File: config.mk
export PLATFORM = sky130hd
export DESIGN_NAME = uart_tlul_bridge
export DESIGN_NICKNAME = d
export VERILOG_FILES = /design/src/rtl/tlul_pkg.sv /design/src/rtl/uart_tlul_bridge.sv
export SDC_FILE = /design/constraint.sdc
export NUM_CORES = 1
export LEC_CHECK = 0
export BUFFER_PORTS_ARGS = -buffer_cell sky130_fd_sc_hd__buf_2
export CAP_MARGIN = 25
export CORE_AREA = 2 2 110 112
export CTS_CLUSTER_DIAMETER = 200
export CTS_CLUSTER_SIZE = 10
export DETAILED_ROUTE_END_ITERATION = 10
export DIE_AREA = 0 0 112 114
export PLACE_DENSITY = 0.93
export SYNTH_ARGS = -nofsm -noshare
export SYNTH_HDL_FRONTEND = slang
export SYNTH_SLANG_ARGS = --single-unit
export TNS_END_PERCENT = 1
File: constraint.sdc
create_clock -name clk_i -period 4.2 [get_ports clk_i]
set_clock_uncertainty 0.1 [all_clocks]
set_input_delay 0.84 -clock clk_i [delete_from_list [all_inputs] [get_ports clk_i]]
set_output_delay 0.84 -clock clk_i [all_outputs]
set_load 0.01 [all_outputs]
File: src/rtl/tlul_pkg.sv
// tlul_pkg: TL-UL channel types and constants shared by hosts and devices
package tlul_pkg;
  typedef enum logic [2:0] {
    PutFullData    = 3'h0,
    PutPartialData = 3'h1,
    Get            = 3'h4
  } tl_a_op_e;
  typedef enum logic [2:0] {
    AccessAck     = 3'h0,
    AccessAckData = 3'h1
  } tl_d_op_e;
  typedef struct packed {
    logic [3:0] instr_type;
    logic [6:0] cmd_intg;
    logic [6:0] data_intg;
  } tl_a_user_t;
  parameter tl_a_user_t TL_A_USER_DEFAULT = '{instr_type: 4'h9, cmd_intg: 7'h0, data_intg: 7'h0};
  typedef struct packed {
    logic        a_valid;
    tl_a_op_e    a_opcode;
    logic [2:0]  a_param;
    logic [1:0]  a_size;
    logic [7:0]  a_source;
    logic [31:0] a_address;
    logic [3:0]  a_mask;
    logic [31:0] a_data;
    tl_a_user_t  a_user;
    logic        d_ready;
  } tl_h2d_t;
  typedef struct packed {
    logic        d_valid;
    tl_d_op_e    d_opcode;
    logic [2:0]  d_param;
    logic [1:0]  d_size;
    logic [7:0]  d_source;
    logic        d_sink;
    logic [31:0] d_data;
    logic [13:0] d_user;
    logic        d_error;
    logic        a_ready;
  } tl_d2h_t;
endpackage

File: src/rtl/uart_tlul_bridge.sv
// uart_tlul_bridge: byte-stream 'W'/'R' command frames to single-word TL-UL accesses with status/data reply bytes
module uart_tlul_bridge
  import tlul_pkg::*;
#(
  parameter int unsigned TimeoutCycles = 1_250_000
) (
  input  logic       clk_i,
  input  logic       rst_i,
  input  logic [7:0] rx_data_i,
  input  logic       rx_valid_i,
  output logic       rx_ready_o,
  output logic [7:0] tx_data_o,
  output logic       tx_valid_o,
  input  logic       tx_ready_i,
  output tl_h2d_t    tl_o,
  input  tl_d2h_t    tl_i
);
  localparam int TW = $clog2(TimeoutCycles + 1);
  localparam logic [TW-1:0] TLAST = TW'(TimeoutCycles - 1);
  typedef enum logic [2:0] {IDLE, ADDR, DATA, REQ, RESP, REPLY} state_e;
  state_e state, state_d;
  logic is_wr;
  logic [1:0] cnt;
  logic [31:0] addr, data;
  logic [39:0] reply;
  logic [2:0] len;
  logic [TW-1:0] timer;
  logic in_frame, rx_fire, tx_fire, a_valid, a_fire, timeout, unused;
  assign in_frame = state inside {ADDR, DATA};
  assign rx_ready_o = !rst_i && (state == IDLE || in_frame);
  assign tx_valid_o = !rst_i && state == REPLY;
  assign tx_data_o = tx_valid_o ? reply[7:0] : 8'h00;
  assign a_valid = !rst_i && state == REQ;
  assign rx_fire = rx_valid_i && rx_ready_o;
  assign tx_fire = tx_valid_o && tx_ready_i;
  assign a_fire = a_valid && tl_i.a_ready;
  assign timeout = in_frame && !rx_fire && timer == TLAST;
  assign unused = ^tl_i;
  always_comb begin
    tl_o = '0;
    tl_o.a_user = TL_A_USER_DEFAULT;
    tl_o.d_ready = 1'b1;
    if (a_valid) begin
      tl_o.a_valid = 1'b1;
      tl_o.a_opcode = is_wr ? PutFullData : Get;
      tl_o.a_size = 2'd2;
      tl_o.a_mask = 4'hF;
      tl_o.a_address = addr;
      tl_o.a_data = is_wr ? data : 32'h0;
    end
  end
  // when the 4th address byte arrives, the first one (holding addr[1:0]) sits at addr[15:8]
  always_comb begin
    state_d = state;
    case (state)
      IDLE:  if (rx_fire) state_d = (rx_data_i == 8'h57 || rx_data_i == 8'h52) ? ADDR : REPLY;
      ADDR:  if (rx_fire && cnt == 2'd3) state_d = addr[9:8] != 2'b00 ? REPLY : is_wr ? DATA : REQ;
             else if (timeout) state_d = IDLE;
      DATA:  if (rx_fire && cnt == 2'd3) state_d = REQ;
             else if (timeout) state_d = IDLE;
      REQ:   if (a_fire) state_d = RESP;
      RESP:  if (tl_i.d_valid) state_d = REPLY;
      REPLY: if (tx_fire && len == 3'd1) state_d = IDLE;
      default: state_d = IDLE;
    endcase
  end
  always_ff @(posedge clk_i) begin
    if (rst_i) begin
      state <= IDLE;
      is_wr <= 1'b0;
      cnt <= 2'd0;
      addr <= 32'h0;
      data <= 32'h0;
      reply <= 40'h0;
      len <= 3'd0;
      timer <= '0;
    end else begin
      state <= state_d;
      cnt <= state == IDLE ? 2'd0 : cnt + {1'b0, rx_fire};
      timer <= in_frame && !rx_fire && !timeout ? timer + 1'b1 : '0;
      if (rx_fire && state == IDLE) begin
        is_wr <= rx_data_i == 8'h57;
        reply <= 40'h3F;
        len <= 3'd1;
      end
      if (rx_fire && state == ADDR) begin
        addr <= {rx_data_i, addr[31:8]};
        reply <= 40'h15;
        len <= 3'd1;
      end
      if (rx_fire && state == DATA) data <= {rx_data_i, data[31:8]};
      if (state == RESP && tl_i.d_valid) begin
        reply <= tl_i.d_error ? 40'h15 : is_wr ? 40'h06 : {tl_i.d_data, 8'h06};
        len <= tl_i.d_error || is_wr ? 3'd1 : 3'd5;
      end
      if (tx_fire) begin
        reply <= {8'h00, reply[39:8]};
        len <= len - 3'd1;
      end
    end
  end
endmodule

==> results.py, run 1 <==
metrics = {
    "status": {
        "status": "complete, no violations",
    },
    "drt": {
        "drc": 0,
        "ant_nets": 0,
        "first_iter_violations": 456,
        "vias_per_cell": 5.60,
        "via_count": 5825,
        "wl_microns": 15500,
        "wl_per_cell_microns": 14.9,
        "dr.pass1.iters": 8,
    },
    "setup_path": {
        "cp_data_arrival_time_ps": 2530,
        "cp-end-kind": "output port",
        "critPathBufInv": 2,
        "path_class": "register to output port",
        "cp_max_fo": 46,
        "critPathRequiredTime_ps": 3260,
        "r2r_slack_ps": 2040,
        "setup.worst_path.start_class": "register",
        "cp_slowest_cell": "dfxtp_1",
        "cpPeakStageDelay_ps": 680,
        "crit_family": "simple AND/OR/NAND/NOR gates",
        "cp_cell_sequence": "and4bb_2 -> buf_4 -> nor2b_1 -> buf_2",
    },
    "yosys": {
        "ys_seq_area_frac": 0.426,
        "postSynthCellCount": 790,
        "synth_ff_type": "dfxtp_1",
        "avgSynthCellArea_sq_um": 7.98,
        "syn-cell-area_sq_um": 6300,
        "ys_ff_latch": 134,
        "yosysWarnings": 0,
        "synth.distinct_cells": 56,
        "yosys-top-cells-area": "dfxtp_1 43%, nand2_1 9.1%, a21oi_1 8.5%, buf_4 4.8%, and2_1 4.5%",
        "synth_top_area_frac": 0.426,
        "async_flop_share": 0,
        "synth_largest_area_cell": "dfxtp_1",
        "synth_edf_count": 0,
    },
    "timing": {
        "setup_slack_ps": 735,
        "slew_headroom": 0.549,
        "fin_crit_ps": 3470,
        "max_slew.worst_pin.slew_ps": 676,
        "max_freq_ghz": 0.289,
        "finalCritPeriodShare": 0.825,
        "slew_viol_final": 0,
        "setup_tns_ps": 0,
        "whs_ps": 348,
        "finalHoldViolations": 0,
        "rsz0062_at_grt": "false",
        "finalSetupViolCount": 0,
    },
    "global_routing": {
        "grt_pass1_vias": 5244,
        "antenna_found_initial": 0,
        "grt_pass1_wl_microns": 24400,
        "grt_max_degree": 67,
        "track_usage": 0.234,
        "grt-ovfl-total": 0,
    },
    "pwr": {
        "ir_worst_vdd_mv": 0.326,
        "power.density_nw_per_um2": 452,
        "power_leakage_nw": 3.00,
    },
    "cells_and_area": {
        "stdcell_area_sq_um": 7410,
        "diodes": 0,
        "final_core_util": 0.633,
        "drive_above_1_share": 0.206,
        "final_common_cell": "nand2_1",
        "final_cell_mix": "152 x nand2_1, 134 x dfxtp_1, 126 x buf_2",
        "synthToLayoutAreaGrowth_pct": 17.7,
        "num-nets-final": 962,
    },
    "floorplanning": {
        "rows": 40,
        "fp.dieW_microns": 112,
        "start_util": 0.538,
        "core_area_sq_um": 11700,
        "io_pins": 192,
        "die-area_sq_um": 12800,
        "die_h_microns": 114,
    },
    "place": {
        "place_congestion": 0.888,
        "post-dp-hpwl_microns": 9620,
        "placement.io_buffers": 127,
        "postPlaceCellArea_sq_um": 6760,
        "post-place-ws_ps": 935,
    },
    "clock_network": {
        "cts_resized": 0,
        "cts_sinks": 134,
        "cts_buffers": 17,
        "ctsHoldBuffers": 0,
        "h-tree-depth": 4,
        "cts_buffer_depth": 2,
        "cts_tree": "yes",
        "cts_setup_buffers": 0,
        "clkLatencyLatePin_ps": 430,
        "path_clk_slew_ps": 60,
        "cts_root_buffer": "clkbuf_16",
    },
    "worst_hold_path": {
        "hold_class": "register to register",
    },
    "run": {
        "drv_cap": 0,
    },
}
-- per-layer routing --
layer | vias to the layer above | routed length (microns) | GRT usage
li1 | 2819 | - | -
met5 | - | 0 | 0
met4 | 0 | 651 | 0.124
met2 | 246 | 7620 | 0.379
met1 | 2690 | 6260 | 0.283
met3 | 70 | 988 | 0.0701
-- stage by stage --
step	cells	total power [mW]
finish	1040	3.35
global route	1040	3.46
CTS	1039	3.35
detailed placement	1007	1.80
global placement	1007	1.79
floorplan	821	1.74
-- kinds of logic (layout without fill, tap and decap cells) --
kind of cell,count (synthesis),after routing,share of synthesized area
and+or+nand+nor,356,356,0.292
buffers and inverters,109,181,0.0953
DFF,134,134,0.426
adders and majority gates,4,4,0.00794
xor gates and xnor gates,14,14,0.0195
AOI/OAI and AO/OA,171,171,0.158
other,2,33,0.00119
-- final cells by class --
type                    count  area, sq um
clock inverters            13          170
fillers                   950         4300
flip-flops and latches    134         2680
clock buffers              19          453
inverters                   9         33.8
repair buffers            140          756
multi-input cells         578         3130
well taps                 147          184
-- sequential cells by signal (all words and copies together), names as in the netlist --
name,count
state,3
len,3
data,32
is_wr,1
reply,40
addr,32
cnt,2
timer,21
-- power by group --
part           total (mW)  switching, mW  internal, mW
Clock                1.56          0.587         0.971
Combinational       0.397          0.251         0.146
Sequential           1.39         0.0677          1.32
-- cells in the mapped netlist (all sizes together), types with 2 or more instances --
cell / count
nand2: 152
dfxtp: 134
a21oi: 107
buf: 67
and2: 45
nand3: 37
and3: 34
a22oi: 33
clkbuf: 33
nor2: 26
nor3: 10
xnor2: 10
inv: 9
o21ai: 9
nand2b: 7
nand4: 7
nor2b: 6
or3: 5
ha: 4
nor4: 4
o31ai: 4
or4: 4
xor2: 4
a31oi: 3
and4: 3
nand3b: 3
nor4b: 3
o211ai: 3
a211oi: 2
and4bb: 2
conb: 2
nor3b: 2
o41ai: 2
or2: 2
-- worst paths after layout --
kind,depth (start not counted),endpoint,startpoint
max,4,tl_o[102],state[0]
min,2,addr[0],addr[0]
max reg2reg,5,len[2],state[0]
min reg2reg,2,addr[0],addr[0]
-- tightest hold or removal path: stages, from the launching register on --
cell     delay [ps]
dfxtp_1         300
nand2_1          50
a21oi_1          50
(Power assumes the default switching activity.)
==> inputs of run 2 (changes only) <==
CORE_AREA = 2 2 114 116   (was 2 2 110 112)
DIE_AREA = 0 0 116 118   (was 0 0 112 114)
PLACE_DENSITY = 0.88   (was 0.93)
clock period = 3.55 ns   (was 4.2 ns; I/O delays follow)
==> results.py, run 2 (synthesis results as in run 1) <==
metrics = {
    "timing": {
        "slew_headroom": 0.377,
        "max_freq_ghz": 0.338,
        "max_slew.worst_pin.slew_ps": 933,
        "finalSetupViolCount": 0,
        "finalCritPeriodShare": 0.835,
        "slew_viol_final": 0,
        "rsz0062_at_grt": "false",
        "fin_crit_ps": 2960,
        "setup_tns_ps": 0,
        "finalHoldViolations": 0,
    },
    "floorplanning": {
        "fp.dieW_microns": 116,
        "start_util": 0.508,
        "core_area_sq_um": 12400,
        "io_pins": 192,
        "die-area_sq_um": 13700,
        "die_h_microns": 118,
        "rows": 41,
    },
    "global_routing": {
        "grt-ovfl-total": 0,
        "grt_max_degree": 67,
        "grt_pass1_vias": 4960,
        "antenna_found_initial": 0,
        "grt_pass1_wl_microns": 23500,
        "track_usage": 0.213,
    },
    "setup_path": {
        "cp-end-kind": "output port",
        "critPathBufInv": 2,
        "setup.worst_path.start_class": "register",
        "cp_data_arrival_time_ps": 2150,
        "critPathRequiredTime_ps": 2740,
        "path_class": "register to output port",
        "cp_cell_sequence": "and4bb_2 -> buf_4 -> nor2b_1 -> buf_2",
        "cp_max_fo": 46,
        "crit_family": "flip-flops",
        "cpPeakStageDelay_ps": 670,
        "cp_slowest_cell": "dfxtp_1",
    },
    "cells_and_area": {
        "largest_reg_flops": 40,
        "largestRegisters": "reply: 40 flops, addr: 32 flops, data: 32 flops",
        "final_common_cell": "nand2_1",
        "final_cell_mix": "152 x nand2_1, 134 x dfxtp_1, 126 x buf_2",
        "regMostFlops": "reply",
        "synthToLayoutAreaGrowth_pct": 18.3,
        "drive_above_1_share": 0.206,
        "num-nets-final": 963,
        "diodes": 0,
    },
    "pwr": {
        "comb_power_share": 0.124,
        "switchingPower_uw": 989,
        "pwr-share-seq": 0.406,
        "finalPower_mw": 4.00,
        "ir_worst_vdd_mv": 0.410,
        "swShare": 0.247,
        "clkPwrFrac": 0.470,
        "intPower_mw": 3.01,
        "power.density_nw_per_um2": 536,
        "power_leakage_nw": 3.02,
    },
    "drt": {
        "via_count": 5586,
        "dr.pass1.iters": 5,
        "drc": 0,
        "wl_per_cell_microns": 13.7,
        "wl_microns": 14600,
        "first_iter_violations": 325,
        "vias_per_cell": 5.24,
        "ant_nets": 0,
    },
    "status": {
        "status": "complete, no violations",
    },
    "place": {
        "place_congestion": 0.820,
        "post-dp-hpwl_microns": 9400,
        "placement.io_buffers": 127,
    },
    "clock_network": {
        "clkLatencyLatePin_ps": 420,
        "h-tree-depth": 4,
        "cts_tree": "yes",
        "cts_resized": 0,
        "ctsHoldBuffers": 0,
        "cts_buffer_depth": 2,
        "cts_sinks": 134,
        "path_clk_slew_ps": 50,
        "cts_buffers": 17,
        "cts_root_buffer": "clkbuf_16",
        "cts_setup_buffers": 0,
    },
    "worst_hold_path": {
        "hold_class": "register to register",
    },
    "run": {
        "drv_cap": 0,
    },
}
## run 2: cell count changes in the layout (fill, tap and decap cells not counted), sizes merged
cell,previous run,this run
clkbuf,19,23
inv,13,9
clkinvlp,3,0
clkinv,3,5
buf,140,141
bufinv,3,4
## run 2: worst min-delay path: stages (launching register included)
cell	delay (ps)
dfxtp_1	300
nand2_1	50
a21oi_1	50
## run 2: path summary, 6_finish.rpt
kind | slack [ps] | startpoint | cells past startpoint | end
setup / recovery | 590 | state[1] | 4 | tl_o[102]
hold / removal | 350 | addr[1] | 2 | addr[1]
setup reg to reg | 1290 | state[1] | 5 | reply[22]
hold reg to reg | 350 | addr[1] | 2 | addr[1]
## run 2: through the flow
step,hold slack (ps),cells,area [sq um],utilization,worst slack (ps)
finish,349,1066,7450,0.600,587
global route,361,1066,7450,0.600,410
CTS,351,1066,7450,0.600,584
detailed placement,343,1034,6810,0.548,663
global placement,337,1034,6810,0.548,693
floorplan,325,821,6420,-,1050
## run 2: power groups by stage
| stage | combinational, mW | clock [mW] | sequential [mW] |
|---|---|---|---|
| CTS | 0.494 | 1.90 | 1.62 |
| global placement | 0.478 | 0 | 1.65 |
| finish | 0.495 | 1.88 | 1.62 |
| detailed placement | 0.490 | 0 | 1.65 |
| floorplan | 0.427 | 0 | 1.63 |
| global route | 0.550 | 1.97 | 1.63 |
## run 2: final cells by class
type                            count  area, sq um
Timing Repair Buffer              141          743
Inverter                            9         33.8
Sequential cell                   134         2680
Multi-Input combinational cell    578         3130
Clock buffer                       23          498
Clock inverter                      9          145
Fill cell                        1131         4960
Tap cell                          172          215
## run 2: layer usage
layer | routed length (microns) | GRT usage | part of all wire | vias to the layer above
met5 | 0 | 0 | 0 | -
met4 | 333 | 0.0893 | 0.023 | 0
met3 | 832 | 0.0566 | 0.057 | 27
met2 | 7080 | 0.338 | 0.49 | 168
met1 | 6310 | 0.271 | 0.43 | 2560
li1 | - | - | - | 2831
